<file path="src/rtl/mdu_pkg.sv">
// mdu_pkg -- shared types and constants for the multiply/divide sequencer.
//   WIDTH       : operand width (only 32 is supported)
//   ITER        : CALC iterations per operation (one result bit per cycle)
//   CNT_W       : iteration counter width (must hold 0..ITER)
//   mdu_op_e    : operation encoding driven on op_i
//   mdu_state_e : sequencer FSM states, also exported on state_o
package mdu_pkg;

  localparam int WIDTH = 32;
  localparam int ITER  = 32;
  localparam int CNT_W = 6;

  typedef enum logic [1:0] {
    MDU_MULT  = 2'd0,
    MDU_MULTU = 2'd1,
    MDU_DIV   = 2'd2,
    MDU_DIVU  = 2'd3
  } mdu_op_e;

  typedef enum logic [1:0] {
    IDLE = 2'd0,
    CALC = 2'd1,
    FIX  = 2'd2,
    DONE = 2'd3
  } mdu_state_e;

  // Magnitude of a two's complement value when en is set, else pass-through.
  // 32'h8000_0000 maps to itself, which is the correct unsigned magnitude.
  function automatic logic [WIDTH-1:0] abs_val(input logic [WIDTH-1:0] v,
                                               input logic en);
    return (en && v[WIDTH-1]) ? -v : v;
  endfunction

endpackage

</file>
<file path="src/rtl/mdu_step.sv">
// mdu_step -- one combinational iteration of the sequencer datapath.
//   div_sel  : (MDU_DIV_EN builds only) 1 = restoring-divide step, 0 = multiply
//   acc      : 64-bit accumulator. Multiply: {partial product, multiplier}.
//              Divide: {partial remainder, dividend/quotient}.
//   operand  : multiplicand (multiply) or divisor (divide), as magnitudes
//   acc_next : accumulator after this iteration
// Without MDU_DIV_EN only the shift-add multiply step exists.
module mdu_step
  import mdu_pkg::*;
(
`ifdef MDU_DIV_EN
  input  logic               div_sel,
`endif
  input  logic [2*WIDTH-1:0] acc,
  input  logic [WIDTH-1:0]   operand,
  output logic [2*WIDTH-1:0] acc_next
);

  // Shift-add: add the multiplicand into the upper half when the current
  // multiplier bit (acc[0]) is set, keeping the carry, then shift right.
  logic [WIDTH:0] add_sum;
  assign add_sum = {1'b0, acc[2*WIDTH-1:WIDTH]} + (acc[0] ? {1'b0, operand} : '0);

`ifdef MDU_DIV_EN
  // Restoring divide: shift the next dividend bit into the remainder and
  // subtract the divisor only when it fits; that decision is the quotient bit
  // that enters at the bottom as the dividend shifts out at the top.
  logic [WIDTH:0]   rem_sh;
  logic [WIDTH-1:0] diff;
  logic             fits;

  assign rem_sh = acc[2*WIDTH-1:WIDTH-1];
  assign fits   = (rem_sh >= {1'b0, operand});
  // Only consumed when fits, where the true difference is below 2^WIDTH.
  assign diff   = rem_sh[WIDTH-1:0] - operand;

  always_comb begin
    if (div_sel) begin
      acc_next = {(fits ? diff : rem_sh[WIDTH-1:0]), acc[WIDTH-2:0], fits};
    end else begin
      acc_next = {add_sum, acc[WIDTH-1:1]};
    end
  end
`else
  assign acc_next = {add_sum, acc[WIDTH-1:1]};
`endif

endmodule

</file>
<file path="src/rtl/mdu_sequencer.sv">
// mdu_sequencer -- iterative MULT/MULTU/DIV/DIVU unit owning the HI/LO registers.
// Ports:
//   clk, rst (sync, active-low)
//   start_i, op_i, rs_i, rt_i   : operation request, sampled only in IDLE
//   hi_we_i, lo_we_i, wdata_i   : MTHI/MTLO writes, honoured only in IDLE
//                                 and dropped when start_i is also high
//   busy_o                      : high in CALC and FIX
//   done_o, div0_o, err_o       : one-cycle result pulse and its flags (DONE)
//   hi_o, lo_o                  : architectural HI/LO
//   state_o                     : current FSM state (debug visibility)
// Handshake: start_i is a single-cycle request with no ready; it is accepted
// exactly when the FSM is in IDLE and ignored otherwise. Results appear on
// hi_o/lo_o in the same cycle done_o pulses.
// Build option: MDU_DIV_EN adds the restoring divider. Without it DIV/DIVU
// complete in one cycle with err_o set and HI/LO untouched.
// Timing for a start sampled at edge N: CALC N+1..N+32, FIX N+33, DONE N+34.
module mdu_sequencer #(
  parameter int WIDTH = mdu_pkg::WIDTH
) (
  input  logic                clk,
  input  logic                rst,
  input  logic                start_i,
  input  logic [1:0]          op_i,
  input  logic [WIDTH-1:0]    rs_i,
  input  logic [WIDTH-1:0]    rt_i,
  input  logic                hi_we_i,
  input  logic                lo_we_i,
  input  logic [WIDTH-1:0]    wdata_i,
  output logic                busy_o,
  output logic                done_o,
  output logic [WIDTH-1:0]    hi_o,
  output logic [WIDTH-1:0]    lo_o,
  output logic                div0_o,
  output logic                err_o,
  output mdu_pkg::mdu_state_e state_o
);

  import mdu_pkg::*;

  mdu_state_e         state_q, state_d;
  logic [CNT_W-1:0]   cnt_q;
  logic [2*WIDTH-1:0] acc_q, acc_next, prod_fix;
  logic [WIDTH-1:0]   opnd_q, hi_q, lo_q, abs_rs, abs_rt, res_hi, res_lo;
  logic               neg_lo_q;
  logic               start_div, start_signed;
`ifdef MDU_DIV_EN
  mdu_op_e            op_q;
  logic               neg_hi_q, div0_q;
  logic [WIDTH-1:0]   rs_q;
`else
  logic               err_q;
`endif

  assign start_div    = op_i[1];
  assign start_signed = (op_i == MDU_MULT) || (op_i == MDU_DIV);
  assign abs_rs       = abs_val(rs_i, start_signed);
  assign abs_rt       = abs_val(rt_i, start_signed);

  mdu_step u_step (
`ifdef MDU_DIV_EN
    .div_sel  (op_q[1]),
`endif
    .acc      (acc_q),
    .operand  (opnd_q),
    .acc_next (acc_next)
  );

  // Next state and state-decoded outputs.
  always_comb begin
    state_d = state_q;
    busy_o  = 1'b0;
    done_o  = 1'b0;
    case (state_q)
      IDLE: begin
        if (start_i) begin
`ifdef MDU_DIV_EN
          state_d = CALC;
`else
          state_d = start_div ? DONE : CALC;
`endif
        end
      end
      CALC: begin
        busy_o = 1'b1;
        if (cnt_q == CNT_W'(ITER - 1)) state_d = FIX;
      end
      FIX: begin
        busy_o  = 1'b1;
        state_d = DONE;
      end
      DONE: begin
        done_o  = 1'b1;
        state_d = IDLE;
      end
      default: state_d = IDLE;
    endcase
  end

  // Sign correction and result selection applied in FIX.
  always_comb begin
    prod_fix = neg_lo_q ? -acc_q : acc_q;
    res_hi   = prod_fix[2*WIDTH-1:WIDTH];
    res_lo   = prod_fix[WIDTH-1:0];
`ifdef MDU_DIV_EN
    if (op_q == MDU_DIV || op_q == MDU_DIVU) begin
      if (div0_q) begin
        res_hi = rs_q;
        res_lo = '1;
      end else begin
        // Quotient sign follows the operand signs, remainder follows rs.
        res_lo = neg_lo_q ? -acc_q[WIDTH-1:0] : acc_q[WIDTH-1:0];
        res_hi = neg_hi_q ? -acc_q[2*WIDTH-1:WIDTH] : acc_q[2*WIDTH-1:WIDTH];
      end
    end
`endif
  end

  always_ff @(posedge clk) begin
    if (!rst) begin
      state_q  <= IDLE;
      cnt_q    <= '0;
      acc_q    <= '0;
      opnd_q   <= '0;
      hi_q     <= '0;
      lo_q     <= '0;
      neg_lo_q <= 1'b0;
`ifdef MDU_DIV_EN
      op_q     <= MDU_MULT;
      neg_hi_q <= 1'b0;
      div0_q   <= 1'b0;
      rs_q     <= '0;
`else
      err_q    <= 1'b0;
`endif
    end else begin
      state_q <= state_d;
      case (state_q)
        IDLE: begin
          if (start_i) begin
            // Start wins over a simultaneous MTHI/MTLO.
            cnt_q    <= '0;
            acc_q    <= {{WIDTH{1'b0}}, (start_div ? abs_rs : abs_rt)};
            opnd_q   <= start_div ? abs_rt : abs_rs;
            neg_lo_q <= start_signed & (rs_i[WIDTH-1] ^ rt_i[WIDTH-1]);
`ifdef MDU_DIV_EN
            op_q     <= mdu_op_e'(op_i);
            neg_hi_q <= start_signed & rs_i[WIDTH-1];
            div0_q   <= start_div && (rt_i == '0);
            rs_q     <= rs_i;
`else
            err_q    <= start_div;
`endif
          end else begin
            if (hi_we_i) hi_q <= wdata_i;
            if (lo_we_i) lo_q <= wdata_i;
          end
        end
        CALC: begin
          acc_q <= acc_next;
          cnt_q <= cnt_q + CNT_W'(1);
        end
        FIX: begin
          hi_q <= res_hi;
          lo_q <= res_lo;
        end
        default: ;
      endcase
    end
  end

  assign hi_o    = hi_q;
  assign lo_o    = lo_q;
  assign state_o = state_q;
`ifdef MDU_DIV_EN
  assign div0_o  = done_o & div0_q;
  assign err_o   = 1'b0;
`else
  assign div0_o  = 1'b0;
  assign err_o   = done_o & err_q;
`endif

endmodule

</file>
<file path="config.mk">
export PLATFORM = sky130hd
export DESIGN_NAME = mdu_sequencer
export DESIGN_NICKNAME = d
export VERILOG_FILES = /design/src/rtl/mdu_pkg.sv /design/src/rtl/mdu_step.sv /design/src/rtl/mdu_sequencer.sv
export SDC_FILE = /design/constraint.sdc
export NUM_CORES = 1
export LEC_CHECK = 0
export CAP_MARGIN = 20
export CORE_UTILIZATION = 35
export CTS_BUF_LIST = sky130_fd_sc_hd__clkbuf_2 sky130_fd_sc_hd__clkbuf_4 sky130_fd_sc_hd__clkbuf_8
export DETAILED_ROUTE_END_ITERATION = 12
export PLACE_DENSITY = 0.53
export SLEW_MARGIN = 20
export SYNTH_ARGS = -nofsm -noshare
export SYNTH_HDL_FRONTEND = slang
export SYNTH_SLANG_ARGS = --single-unit
</file>
<file path="constraint.sdc">
create_clock -name clk -period 2.9 [get_ports clk]
set_input_delay 0.58 -clock clk [delete_from_list [all_inputs] [get_ports clk]]
set_output_delay 0.58 -clock clk [all_outputs]
set_load 0.01 [all_outputs]
</file>
; ---- Word level (Yosys, flattened, before mapping)
; Cells that the tools add are included.
[op_classes]
n_addsub = 5
multipliers = 0
n_div = 0
n_lt_le_gt_ge = 0
eq_ne = 10
shifts = 0
muxes = 22
n_bitwise = 3
reduce_logical = 13
[op_table]
columns = op, n
row1 = two-way mux 32 bit, 9
row2 = two-way mux 64 bit, 2
row3 = case mux 32 bit (2 select lines), 2
row4 = case mux 64 bit (2 select lines), 1
row5 = negator 32 bit, 2
row6 = negator 64 bit, 1
row7 = adder 32 x 33 -> 33 bit, 1
row8 = case mux 6 bit (2 select lines), 1
row9 = inequality test 2 bit (second input constant), 5
row10 = case mux 2 bit (4 select lines), 1
row11 = adder 6 x 1 -> 6 bit (second input constant), 1
row12 = equality test 2 bit (second input constant), 3
row13 = equality test 6 x 5 -> 1 bit (second input constant), 1
row14 = two-way mux 2 bit, 3
row15 = two-way mux 6 bit, 1
row16 = AND reduction 2 bit, 3
row17 = AND reduction 3 bit, 2
row18 = logical NOT 2 bit, 2
row19 = nonzero test 2 bit, 2
row20 = AND 1 bit, 2
row21 = equality test 2 x 1 -> 1 bit (second input constant), 1
row22 = logical AND 1 bit, 2
row23 = two-way mux 1 bit, 2
row24 = OR reduction 2 bit, 1
row25 = other kinds (2), 2
[totals]
register_bits = 170
latchBits = 0
ram_bits = 0
rom_bits = 0
in_bits = 103
output_inout_bits = 70
word_cells = 61
memories = 0

; ---- Depth between registers and ports, before layout
[logic_depth]
ltp_word = 7
depth_mapped = 13
ltp_nobuf = 11

; ---- Hierarchy
; From an unflattened synthesis, not the netlist that was laid out.
[hier_totals]
cells_unflattened = 1648
area_unflattened_um2 = 12699.7
[by_module_without_submodules]
columns = module, n_inst, cells_each, area_each_um2, seq_area_each_um2
row1 = mdu_sequencer, 1, 1353, 10512.6, 3403.3
row2 = mdu_step, 1, 295, 2187.1, 0.0

; ---- Least setup slack after synthesis
; OpenSTA, ideal clock, no wires.
[synth_path]
kind = flip-flop to flip-flop
startpoint = reg acc_q[0]
endpoint = reg acc_q[63]
setup_time_ns = 0.079
t_arrival_ns = 3.105
required_time_ns = 2.821
slack_ns = -0.284
stages_incl_launch_ff = 14
path_buffers = 2
period_less_slack_ns = 3.184
path_cell_list = dfxtp_1 -> clkbuf_1 -> clkbuf_1 -> and2_1 -> ha_1 -> inv_1 -> fa_1 -> nand2b_1 -> a21oi_1 -> a211oi_1 -> o31ai_1 -> a221oi_1 -> or4_1 -> o211ai_1
[synth_via]
elab_chain_cells = 3
[synth_rtl]
columns = element, line_no
row1 = start: declaration, mdu_sequencer.sv:42  ; logic [2*WIDTH-1:0] acc_q, acc_next, prod_fix;
row2 = start signal: assignment, mdu_sequencer.sv:142  ; acc_q <= {{WIDTH{1'b0}}, (start_div ? abs_rs : abs_rt)};
row3 = start signal: assignment, mdu_sequencer.sv:159  ; acc_q <= acc_next;
row4 = two-way mux 32 bit, mdu_step.sv:22  ; assign add_sum = {1'b0, acc[2*WIDTH-1:WIDTH]} + (acc[0] ? {1'b0, operand} : '0);
row5 = adder 32 x 33 -> 33 bit, mdu_step.sv:22
row6 = case mux 64 bit (2 select lines), mdu_sequencer.sv:137  ; case (state_q)
; No other way between the ends.
; A chain may end at the register's enable or synchronous reset.

; ---- Worst setup path after layout
[layout_path]
startpoint = reg acc_q[22]
endpoint = reg hi_q[16], in the netlist hi_o[16]
[layout_via]
elab_chain_cells = 3
[layout_rtl]
columns = element, line_no
row1 = negator 64 bit, mdu_sequencer.sv:101  ; prod_fix = neg_lo_q ? -acc_q : acc_q;
row2 = two-way mux 64 bit, mdu_sequencer.sv:101
row3 = case mux 32 bit (2 select lines), mdu_sequencer.sv:137
row4 = end signal: assignment, mdu_sequencer.sv:154  ; if (hi_we_i) hi_q <= wdata_i;
row5 = end signal: assignment, mdu_sequencer.sv:163  ; hi_q <= res_hi;
row6 = end: declaration, mdu_sequencer.sv:43  ; logic [WIDTH-1:0] opnd_q, hi_q, lo_q, abs_rs, abs_rt, res_hi, res_lo;
; No other way between the ends.

==> qor.csv <==
stage,metric,value,unit
drt,drtAntennaViolNets,0,
synthesis,syn_inst,1633,
timing,final-max-slew-violation-count,0,
layout,drive_above_1_share,0.166,
worst_setup_path,cp-startpoint,acc_q[22]$_SDFFE_PN0P_,
synthesis,yosysUniqueCellTypes,74,
worst_setup_path,r2r-start,acc_q[22]$_SDFFE_PN0P_,
synthesis,yosysWarningCount,0,
synthesis,syn_avg_cell_area,7.43,um^2
global_route,antenna_found_initial,0,
cts,numCtsBuffers,17,
worst_setup_path,endpoint_kind,flop,
worst_setup_path,critPathSlowestCell,or4_4,
worst_setup_path,cp_max_fo,8,
placed_design,numPortBuffers,171,
layout,nets,2078,
layout,multiInputGateArea,8410,um^2
drt,via_per_inst,5.63,
worst_setup_path,endpoint,hi_o[16]$_SDFFE_PN0P_,
synthesis,synthArstFlopShare,0,
synthesis,synth_ff_type,dfxtp_1,
worst_setup_path,r2r_cells,7,
layout,n_antenna_cell,0,
run,cap_violations,0,
timing,hold_viol,0,
placed_design,hpwl,38900,um
timing,fin_crit,3.00,ns
die,rows,67,
timing,setup_viol,8,
layout,final_util,0.484,
cts,h-tree-depth,4,
cts,cts-root-buf,clkbuf_8,
cts,cts_buffer_depth,2,
power_and_ir_drop,p_leak,6.46,nW
global_route,grt_pass1_vias,12500,
worst_setup_path,crit_type,reg -> reg,
worst_setup_path,worst_ep_required_time,3.28,ns
timing,clock_skew,0.0250,ns
layout,fillers,3334,
worst_setup_path,crit_top_cell,or4_4,
drt,drc,0,
synthesis,yosysTopAreaCellShare,0.281,
worst_setup_path,rrSetupSlack,-0.1,ns
global_route,grt_max_degree,86,
worst_setup_path,critical_path_depth,7,
global_route,grt_pass1_wl,73700,um
layout,final_cell_mix,"214 x buf_4, 169 x clkdlybuf4s50_1, 165 x nand2_1, 164 x dfxtp_1, 155 x nor2_1",
placed_design,dp.cells,2360,
status,outcome,"finished, violations left",
drt,routedWlPerCell,20.2,um
layout,seqCellArea,3410,um^2
min_path,hold_class,reg -> reg,
synthesis,ys_top_cells_by_area,"dfxtp_1 28%, a21oi_1 6.2%, o21ai_0 5.2%, xor2_1 5.2%, nand2_1 5.1%",
power_and_ir_drop,power.density,650,nW/um^2
layout,syn2layout_area_growth,34.9,%
drt,dr_total_vias,13500,
power_and_ir_drop,intPower,5.89,mW
global_route,globalRoute.totalOverflow,0,
power_and_ir_drop,sw_frac_of_total,0.446,
worst_setup_path,start_kind,flop,
die,dieWidth,188,um
worst_setup_path,critPathTopFamily,simple AND/OR/NAND/NOR gates,
synthesis,syn_nets,1777,
worst_setup_path,r2r-end,hi_o[16]$_SDFFE_PN0P_,
worst_setup_path,path_cells,"or4_4, or4_4, buf_6, or4_4, o41ai_4, xnor2_1, o311a_1",
cts,cts.sinks,170,
synthesis,synth_top_area_cell,dfxtp_1,
power_and_ir_drop,seq_power_share,0.316,
timing,rsz0062_at_grt,true,
worst_setup_path,crit_path_max_incr_delay,0.55,ns
drt,wl,48400,um
timing,max_slew_margin,0.348,
drt,first_pass_iters,8,
global_route,grt_use_total,0.269,
timing,max_freq,0.334,GHz
die,dieArea,35400,um^2
worst_setup_path,path_buf_inv,1,
die,ios,173,
cts,clk-insertion-delay-late,0.50,ns
die,start_util,0.359,
cts,cts_hold_buf,0,
timing,worst_slack,-0.0955,ns
power_and_ir_drop,switchingPower,4.75,mW
cts,clk_pin_slew_worst_paths,0.12,ns
power_and_ir_drop,p_comb_frac,0.521,
worst_setup_path,critPathArrivalTime,3.37,ns
placed_design,globalplace.congestion,0.951,
die,die_h,188,um
power_and_ir_drop,pwr-share-clk,0.162,
timing,timing.final.crit_share,1.03,
synthesis,ys_ff_latch,170,
synthesis,syn_area,12100,um^2
die,core,33800,um^2
drt,dr.first_iter.drc_count,993,
layout,finalNonFillerCells,2395,
layout,final_common_cell,buf_4,
power_and_ir_drop,irDropWorstVdd,0.000338,V
synthesis,seq_area_frac_synth,0.281,
synthesis,synth-edff-count,0,
status,violations,setup timing,
timing,worst_slew_pin_slew,0.975,ns
cts,cts_tree,built,
-- what timing repair did --
item	CTS	global route
buffers inserted	0	4
resized for setup	15	40
setup endpoints to repair	19	34
pin swaps	6	17
-- sequential cells by signal, summed over array words and instances, names as in the netlist --
signal    cells
cnt_q         6
neg_lo_q      1
err_q         1
opnd_q       32
state_o       2
hi_o         32
lo_o         32
acc_q        64
-- worst min-delay path by stage --
stage | depth (start not counted) | endpoint | startpoint | slack (ns)
after floorplan | 2 | opnd_q[20]$_SDFFE_PN0P_ | opnd_q[20]$_SDFFE_PN0P_ | 0.42
after global placement | 2 | hi_o[8]$_SDFFE_PN0P_ | hi_o[8]$_SDFFE_PN0P_ | 0.43
after detailed placement | 2 | hi_o[8]$_SDFFE_PN0P_ | hi_o[8]$_SDFFE_PN0P_ | 0.44
after CTS | 2 | hi_o[8]$_SDFFE_PN0P_ | hi_o[8]$_SDFFE_PN0P_ | 0.45
after global routing | 2 | hi_o[2]$_SDFFE_PN0P_ | hi_o[2]$_SDFFE_PN0P_ | 0.47
final | 2 | opnd_q[19]$_SDFFE_PN0P_ | opnd_q[19]$_SDFFE_PN0P_ | 0.46
-- through the flow --
step	hold slack [ns]	cell area (um^2)	power, mW	setup WS [ns]	setup TNS (ns)
final	0.455	16400	10.6	-0.0955	-0.356
after CTS	0.454	16200	10.6	-0.0683	-0.165
after global routing	0.469	16400	11.3	-0.187	-1.41
after global placement	0.434	15700	8.78	-0.321	-2.68
after detailed placement	0.439	15700	8.79	-0.342	-4.28
after floorplan	0.417	12100	6.09	-0.0159	-0.0159
-- Yosys cell counts, types with 10 or more instances --
master      n
nor2_1    157
or3_1      21
nor4_1     17
a21o_1     15
xnor2_1    57
nand4_1    17
nor3_1     44
ha_1       40
or4_1      16
and2_1     39
o21ai_0   126
o211ai_1   25
and3_1     13
mux2i_1    19
a22oi_1    13
a221oi_1   15
buf_1      10
o31ai_1    34
inv_1      36
nand2b_1   13
nand3_1    43
nor2b_1    13
a21oi_1   151
a31oi_1    24
xor2_1     72
dfxtp_1   170
clkbuf_1   99
nand2_1   165
a211oi_1   33
-- kinds of logic after synthesis --
family	share of synthesized area
DFF	0.281
xor gates and xnor gates	0.0932
muxes	0.0157
and+or+nand+nor	0.231
other	0.000309
buffers and inverters	0.0477
AOI/OAI and AO/OA	0.289
adders and majority gates	0.0429
-- layer usage --
metal  global-route usage  vias to the layer above  part of all wire
met5                    0                        -                 0
met4               0.0988                        0             0.034
met3               0.0414                       76             0.066
met2                0.408                      590              0.43
met1                0.382                     6223              0.47
li1                     -                     6592                 -
-- cell type report --
| class | count | area share |
|---|---|---|
| clock buffers | 17 | 0.0143 |
| clock inverters | 15 | 0.00887 |
| inverters | 37 | 0.00849 |
| multi-input cells | 1314 | 0.514 |
| flip-flops and latches | 170 | 0.208 |
| well taps | 448 | 0.0343 |
| repair buffers | 394 | 0.212 |
-- tightest hold or removal path: stages (launching register included) --
cell and delay, ns:
dfxtp_1 0.32, nand3_1 0.06, nand2_1 0.04
-- power groups by stage --
stage	Sequential [mW]	Clock, mW	Combinational, mW
after global placement	3.39	0	5.38
after floorplan	3.44	0	2.65
after CTS	3.35	1.75	5.44
after global routing	3.43	1.85	5.98
final	3.36	1.73	5.54
after detailed placement	3.41	0	5.39
(Power assumes the default switching activity.)
==> patch: new RTL, config.mk and constraints unchanged <==
The option `MDU_DIV_EN` is turned on by a define.
--- a/src/rtl/mdu_step.sv
+++ b/src/rtl/mdu_step.sv
@@ -5,6 +5,8 @@
 //   operand  : multiplicand (multiply) or divisor (divide), as magnitudes
 //   acc_next : accumulator after this iteration
 // Without MDU_DIV_EN only the shift-add multiply step exists.
+`define MDU_DIV_EN
+
 module mdu_step
   import mdu_pkg::*;
 (
Function: changed (Yosys sat finds a counterexample within 4 cycles, from zero or initial values and one cycle with rst low).
==> patch against the unedited design <==
The run still ends with setup timing left. Global-route usage increased by 4.5 points. Total power increased by 82%. Wire length up 67%. Final cell count up 45%. Sequential cell count rose by 34. Fmax grew 0.10%. Via count rose by 49%. Clock skew rose by 0.0094 ns. Area after synthesis increased by 40%. Die area is 40% higher. Setup slack better by 0.0031 ns. Design area is 50% higher. First-iteration DRC count up 88%.
==> patch: results (changes against the unedited design) <==
stage,metric,value,unit,change
pwr,part of the power in the clock network,16.4,%,was 16.2%
synth,Syn Nets,2502,,"was 1,777"
cells_and_area,sequential fraction of total cell area,16.8,%,was 20.8%
timing,setup TNS,-0.185,ns,was -0.356 ns
timing,worst setup margin,-0.0924,ns,was -0.0955 ns
cts,H-tree depth,2,,was 4
timing,Final setup viols,5,,was 8
setup_path,Top Family by Delay on Critical Path,compound AO/OA/AOI/OAI gates,,was simple AND/OR/NAND/NOR gates
setup_path,Max stage delay on crit path,0.36,ns,was 0.55 ns
synth,most frequent cells after synthesis,"274 x nand2_1, 265 x a21oi_1, 208 x nor2_1, 204 x dfxtp_1, 167 x o21ai_0",,"was 170 x dfxtp_1, 165 x nand2_1, 157 x nor2_1, 151 x a21oi_1, 126 x o21ai_0"
global_routing,vias in the first global route,19164,,"was 12,511"
setup_path,CP endpoint,acc_q[61],,was hi_o[16]
setup_path,Reg-to-Reg Start,acc_q[0],,was acc_q[22]
setup_path,critical path's slowest cell,dfxtp_4,,was or4_4
setup_path,CP Max Fanout,7,,was 8
cells_and_area,fin nets,3020,,"was 2,078"
outcome,run status,finished with violations,,unchanged
cells_and_area,clk tree area frac,3.40,%,was 2.32%
cells_and_area,multi-input logic area,12900,um2,was 8410 um2
pwr,power in sequential cells,4.12,mW,was 3.36 mW
cells_and_area,layout cells sized above 1,28.2,%,was 16.6%
global_routing,gr usage total,31.5,%,was 26.9%
cts,Worst-Skew Late Latency,0.62,ns,was 0.50 ns
drt,via/cell ratio,5.77,,was 5.63
synth,post-synthesis register bit count,204,,was 170
drt,Avg WL per Cell,23.2,um,was 20.2 um
outcome,failing checks,setup timing,,unchanged
cts,CTS buffer count,40,,was 17
[patch: changes by cell type after synthesis, sizes merged, moves of 20 or more]
cell / delta
a21oi: +114
nand2: +109
xnor2: +65
o21ai: +53
nor2: +51
clkbuf: +45
inv: +37
a211oi: +35
dfxtp: +34
o221ai: +34
ha: +33
and2: -29
mux2: +25
mux2i: +20
[patch: cell families after synthesis]
logic type	Yosys count	synth area share (%)
buffers and inverters	248	6.27
adder cells (fa/ha/maj)	75	5.61
AO/OA/AOI/OAI	784	29.2
other	1	0.0221
AND/OR/NAND/NOR	758	21.1
flip-flops	204	24.0
XOR/XNOR	190	9.79
multiplexers	64	3.95
[patch: per-stage QoR]
step                utilization [%]  hold slack [ns]  cells  power, mW  area (um2)
floorplan                         -            0.432   2324       9.81       17000
global placement               46.2            0.439   3367       14.9       22100
detailed placement             46.2            0.445   3367       15.0       22100
CTS                            49.7            0.427   3466       18.7       23800
global route                   51.3            0.466   3484       20.3       24600
finish                         51.3            0.451   3484       19.4       24600
